==> config.mk <==
export PLATFORM = sky130hd
export DESIGN_NAME = temporizador_regressivo
export DESIGN_NICKNAME = d
export VERILOG_FILES = /design/src/rtl/temporizador_pkg.sv /design/src/rtl/temporizador_regressivo.sv
export SDC_FILE = /design/constraint.sdc
export NUM_CORES = 1
export LEC_CHECK = 0
export CORE_MARGIN = 3
export CORE_UTILIZATION = 50
export DETAILED_ROUTE_END_ITERATION = 10
export PLACE_DENSITY = 0.84
export SYNTH_ARGS = -nofsm -noshare
export SYNTH_HDL_FRONTEND = slang
export SYNTH_SLANG_ARGS = --single-unit
==> constraint.sdc <==
create_clock -name clock -period 2.3 [get_ports clock]
set_clock_uncertainty 0.1 [all_clocks]
set_input_delay 0.46 -clock clock [delete_from_list [all_inputs] [get_ports clock]]
set_output_delay 0.46 -clock clock [all_outputs]
set_load 0.02 [all_outputs]
==> src/rtl/temporizador_pkg.sv <==
// Shared definitions for the down-counting timer: state codes and state width.
package temporizador_pkg;

    localparam int ESTADO_W = 2;

    typedef logic [ESTADO_W-1:0] estado_t;

    // PAUSADO is not a separate code: it is CARREGADO with Q != carga.
    localparam estado_t OCIOSO    = 2'd0;
    localparam estado_t CARREGADO = 2'd1;
    localparam estado_t CONTANDO  = 2'd2;
    localparam estado_t ESGOTADO  = 2'd3;

endpackage

==> src/rtl/temporizador_regressivo.sv <==
// Loadable modulo-M down-counting timer with half-time (meio) and expiry (fim)
// indications for the control unit.
// Optional feature macro: RECARGA_AUTO_EN (periodic mode: on expiry the count
// reloads from carga and keeps running). Undefined: one-shot mode.
module temporizador_regressivo
    import temporizador_pkg::*;
#(
    parameter int M = 5000,   // modulus; largest loadable value is M-1
    parameter int N = 13      // counter width; 2**N must be >= M
) (
    input  logic                clock,
    input  logic                zera_as_n,
    input  logic                zera_s,
    input  logic                carrega,
    input  logic [N-1:0]        valor,
    input  logic                conta,
    output logic [N-1:0]        Q,
    output logic                fim,
    output logic                meio,
    output logic                ocupado,
    output logic [ESTADO_W-1:0] estado
);

    localparam logic [N-1:0] VALOR_MAX = N'(M - 1);
    localparam logic [N-1:0] UM        = N'(1);
    localparam logic [N-1:0] ZERO      = '0;

    estado_t      estado_r, estado_nx;
    logic [N-1:0] q_r, q_nx;
    logic [N-1:0] carga_r, carga_nx;
    logic         fim_r, fim_nx;
    logic [N-1:0] valor_sat;

    // Saturate out-of-range durations to the largest loadable value.
    always_comb begin
        valor_sat = (32'(valor) >= M) ? VALOR_MAX : valor;
    end

    // Next-state, next-count and expiry decision; priority zera_s > carrega > conta.
    always_comb begin
        // NOTE: every signal driven here gets a default first, so no path can
        // leave one unassigned and infer a latch.
        estado_nx = estado_r;
        q_nx      = q_r;
        carga_nx  = carga_r;
        fim_nx    = 1'b0;

        if (zera_s) begin
            estado_nx = OCIOSO;
            q_nx      = ZERO;
            carga_nx  = ZERO;
        end else if (carrega) begin
            carga_nx = valor_sat;
            q_nx     = valor_sat;
            if (valor_sat == ZERO) begin
                // A zero duration expires immediately: fim in the next cycle.
                estado_nx = ESGOTADO;
                fim_nx    = 1'b1;
            end else begin
                estado_nx = CARREGADO;
            end
        end else begin
            case (estado_r)
                CARREGADO, CONTANDO: begin
                    if (conta) begin
                        if (q_r == UM) begin
                            fim_nx = 1'b1;
`ifdef RECARGA_AUTO_EN
                            q_nx      = carga_r;
                            estado_nx = CONTANDO;
`else
                            q_nx      = ZERO;
                            estado_nx = ESGOTADO;
`endif
                        end else begin
                            q_nx      = q_r - UM;
                            estado_nx = CONTANDO;
                        end
                    end else begin
                        // Dropping conta pauses: the count is held in CARREGADO.
                        estado_nx = CARREGADO;
                    end
                end
                // OCIOSO and ESGOTADO ignore conta and hold everything.
                default: begin
                    estado_nx = estado_r;
                end
            endcase
        end
    end

    // State, counter, duration and expiry-pulse registers.
    always_ff @(posedge clock or negedge zera_as_n) begin
        if (!zera_as_n) begin
            estado_r <= OCIOSO;
            q_r      <= ZERO;
            carga_r  <= ZERO;
            fim_r    <= 1'b0;
        end else begin
            // NOTE: non-blocking assignments so every register samples the
            // values from before this edge, independent of statement order.
            estado_r <= estado_nx;
            q_r      <= q_nx;
            carga_r  <= carga_nx;
            fim_r    <= fim_nx;
        end
    end

    // Output decode. meio is also masked in OCIOSO, where Q and carga are
    // both 0 and would otherwise compare equal.
    always_comb begin
        Q       = q_r;
        fim     = fim_r;
        estado  = estado_r;
        ocupado = (estado_r == CARREGADO) || (estado_r == CONTANDO);
        meio    = (q_r == (carga_r >> 1)) &&
                  (estado_r != ESGOTADO) && (estado_r != OCIOSO);
    end

endmodule

======== After elaboration in Yosys (flattened, before gate mapping) ========
Cells that the tools add are included.
operators by class
  eq/ne operators ......................... 5
  magnitude comparators ................... 1
  add/subtract/negate cells ............... 1
  multiplexer cells ....................... 20
  reductions and logical operators ........ 10
operators with widths
  kind                   count
  $mux 13                8
  $eq 13x1->1 const B    1
  $eq 13x12->1           1
  $ge 13x13->1 const B   1
  $logic_not 13->1       1
  $sub 13x1->13 const B  1
  $mux 2                 5
  $mux 1                 7
  $reduce_bool 3->1      2
  $reduce_bool 2->1      2
  $eq 2x1->1 const B     1
  $eq 2x2->1 const B     1
  $logic_and 1x1->1      2
  $ne 2x2->1 const B     1
  $reduce_and 2->1       1
  $reduce_or 2->1        1
  $logic_or 1x1->1       1
word-level totals
  logic and storage cells ................. 41
  register bits after elaboration ......... 29

======== Logic depth before layout (Yosys ltp) ========
  depth after elaboration ................. 6
  mapped depth ............................ 8
  depth with buffers taken out ............ 7

======== Worst setup path before layout ========
OpenSTA, ideal clock, no wires.
  kind .................................... register to output
  from .................................... reg estado_r[0] (netlist: estado[0])
  to ...................................... out meio
  arrival time ............................ 1,675 ps
  setup slack ............................. 65 ps
  required time ........................... 1,740 ps
  cell stages (with the launch flop) ...... 5
  cells stage by stage .................... dfrtp_1 inv_1 ha_1 or4_1 nor3_1
between the ends
  cells in the longest elaborated chain, start to end .. 3
RTL lines
  item                    RTL line                        text
  start, declared         temporizador_regressivo.sv:28   estado_t estado_r, estado_nx;
  start signal, assigned  temporizador_regressivo.sv:102  estado_r <= estado_nx;
  $ne 2x2->1              temporizador_regressivo.sv:117  (estado_r != ESGOTADO) && (estado_r != OCIOSO);
  $logic_and 1x1->1       temporizador_regressivo.sv:116  meio = (q_r == (carga_r >> 1)) &&
  $logic_and 1x1->1 *     temporizador_regressivo.sv:117
  end, declared           temporizador_regressivo.sv:19   output logic meio,
Mark *: on every way between the ends. The rest lies on a longest branch, timed or not.

======== Worst setup path in the final report ========
  from .................................... reg estado_r[1] (netlist: estado[1])
  to ...................................... out meio
Same word-level chain as after synthesis.

==> reports/metrics.yaml <==
run_status:
  status: "complete, but fails checks"
  violations: "negative setup slack"
power:
  powerDensity_mw_per_mm2: 579
  p_leak_nw: 1.05
  vdd_drop_max_mv: 0.324
  finalPower_mw: 1.39
logic_synthesis:
  ys.flop_type: "dfrtp_1"
  yosysTopAreaCell: "dfrtp_1"
  synth_nets: 224
  ys_seq_elements: 28
  synth_top_cell_area_share_pct: 40.2
  syn_avg_cell_area_sq_um: 8.63
  syn_area_sq_mm: 0.00174
  synthCells: 202
  yosysMostFrequentCell: "dfrtp_1"
  synth-edff-count: 0
  yosys-top-cells-area: "dfrtp_1 (40%), nand2_1 (5.6%), nor2_1 (5.6%)"
  ys_top_cells_by_count: "dfrtp_1 (28), nand2_1 (26), nor2_1 (26), nor3_1 (13)"
  yosysUniqueCellTypes: 50
  synth_warnings: 0
  ys_seq_area_share_pct: 40.2
  synthArstFlopShare_pct: 100
critical_path:
  crit_path_start_kind: "flop"
  crit_type: "flop to primary output"
  crit_fanout: 3
  endpoint_kind: "primary output"
  arrival_ns: 1.78
  cp.required_ns: 1.74
routing:
  drc: 0
  drt_iter0_markers: 146
  drt-total-wl_mm: 5.07
  antenna_left: 0
  wl_per_cell_microns: 16.4
  avgViaCountPerCell: 5.87
  dr.pass1.iters: 7
  num_vias: 1813
final_layout:
  fin_nets: 289
  final_util_pct: 75.7
  drive_above_1_share_pct: 19.6
  diodes: 0
  area_growth_pct: 37.9
  final_area_sq_mm: 0.00240
  fill_cells: 254
  fin_cells: 309
clocking:
  clkLatencyLatePin_ns: 0.32
  clock_sinks: 28
  clock_path_buffers: 2
  cts-root-buf: "clkbuf_4"
  post-cts-setup-buffers: 0
  clk_pin_slew_worst_paths_ns: 0.15
  htree_levels: 1
  cts_buffers: 3
  cts_tree: "done"
global_route:
  grt_pass1_wl_mm: 8.59
  grt.overflow.total: 0
  grt_max_degree: 29
  grt_usage_pct: 26.2
  grt_pass1_vias: 1817
  antenna_found_initial: 0
placed_design:
  pre_cts_slack_ns: -0.179
  io_buffers: 35
  hpwl_mm: 3.98
  routabilityCongestion: 0.895
  dpl_cell_area_sq_mm: 0.00237
  dp.cells: 306
die:
  fp.dieH_microns: 65.1
  die_w_microns: 65.1
  io_pins: 36
  initial_core_util_pct: 54.9
  num_rows: 20
  dieArea_sq_mm: 0.00423
  coreArea_sq_mm: 0.00318
timing:
  fin_crit_sh_pct: 102
  max_freq_mhz: 428
  grt_setup_unrepaired: "true"
  setup_tns_ns: -0.0377
  finalMaxSlewViolations: 0
  holdWs_ns: 0.392
  min_period_ns: 2.34
  setup_viol: 1
  layout_setup_ws_ns: -0.0377
  timing_worst_slew_pin_value_ns: 0.389
  hold_violations: 0
  relSlewSlack_pct: 73.8
job:
  cap_violations: 0
min_path:
  holdCritPathClass: "primary input to async pin"
-- final cells by class --
cell class | count | area, sq um | area share [%]
timing repair buffer | 70 | 609 | 25.3
clock buffer | 3 | 22.5 | 0.937
multi-input combinational | 158 | 995 | 41.4
sequential | 28 | 701 | 29.1
inverter | 6 | 22.5 | 0.937
tap | 44 | 55.1 | 2.29
-- layer usage --
layer / global-route usage (%) / wire length (microns) / vias to the layer above
met3: 4.33 / 528 / 10
met2: 41.6 / 2300 / 125
li1: - / - / 858
met4: 8.29 / 91 / 0
met1: 36.7 / 2150 / 820
met5: 0 / 0 / -
-- cells by family after synthesis --
| kind of cell | Yosys count | synth area share [%] |
|---|---|---|
| buf+inv | 16 | 3.66 |
| flops | 28 | 40.2 |
| simple gates | 90 | 25.4 |
| fa+ha+maj | 4 | 2.87 |
| compound gates | 49 | 20.4 |
| xor+xnor | 15 | 7.53 |
-- power breakdown --
group	leakage [nW]	internal, mW	switching [mW]
clock	0.0138	0.0614	0.141
sequential	0.370	0.536	0.0326
combinational	0.663	0.285	0.337
total	1.05	0.883	0.510
-- cells in the final DEF, fill, tap and decap left out, drive strengths merged, types with 2 or more instances in the layout --
cell and count:
o22ai 3, or4 2, o221ai 2, ha 4, o31a 2, inv 6, nand2 27, xor2 5
and4 2, o21a 2, buf 36, nor2 27, nand4 2, nand3 5, o21ai 5, clkbuf 3
a211o 2, a22oi 5, nor3 13, nor4 5, a21oi 10, a211oi 3, xnor2 10, nor3b 2
o31ai 3, a21o 3, clkdlybuf4s50 33, dfrtp 28
-- worst paths after layout --
path	start	end	slack (ns)	cells past startpoint
worst max register to register	Q[1]	Q[4]	0.19	8
worst max-delay path	estado[1]	meio	-0.04	4
min in group clock	carga_r[5]	carga_r[5]	0.46	2
worst min-delay path	zera_as_n	carga_r[9]	0.39	2
max in group asynchronous	zera_as_n	Q[3]	1.44	2
worst min register to register	carga_r[5]	carga_r[5]	0.46	2
-- critical path: stages, from the launching register on --
cell and delay (ns):
dfrtp_1 0.43, ha_2 0.19, or4_4 0.51, nor3_2 0.17, buf_4 0.16
-- state kept, by name, summed over array words and instances, names as in the netlist --
signal and flops:
carga_r 12, Q 13, estado 2, fim 1
-- what timing repair did --
action	CTS	global route
setup endpoints to repair	2	2
gates resized for setup	11	1
pin swaps	2	1
hold buffers	0	0
Power figures use the tool's default switching activity.
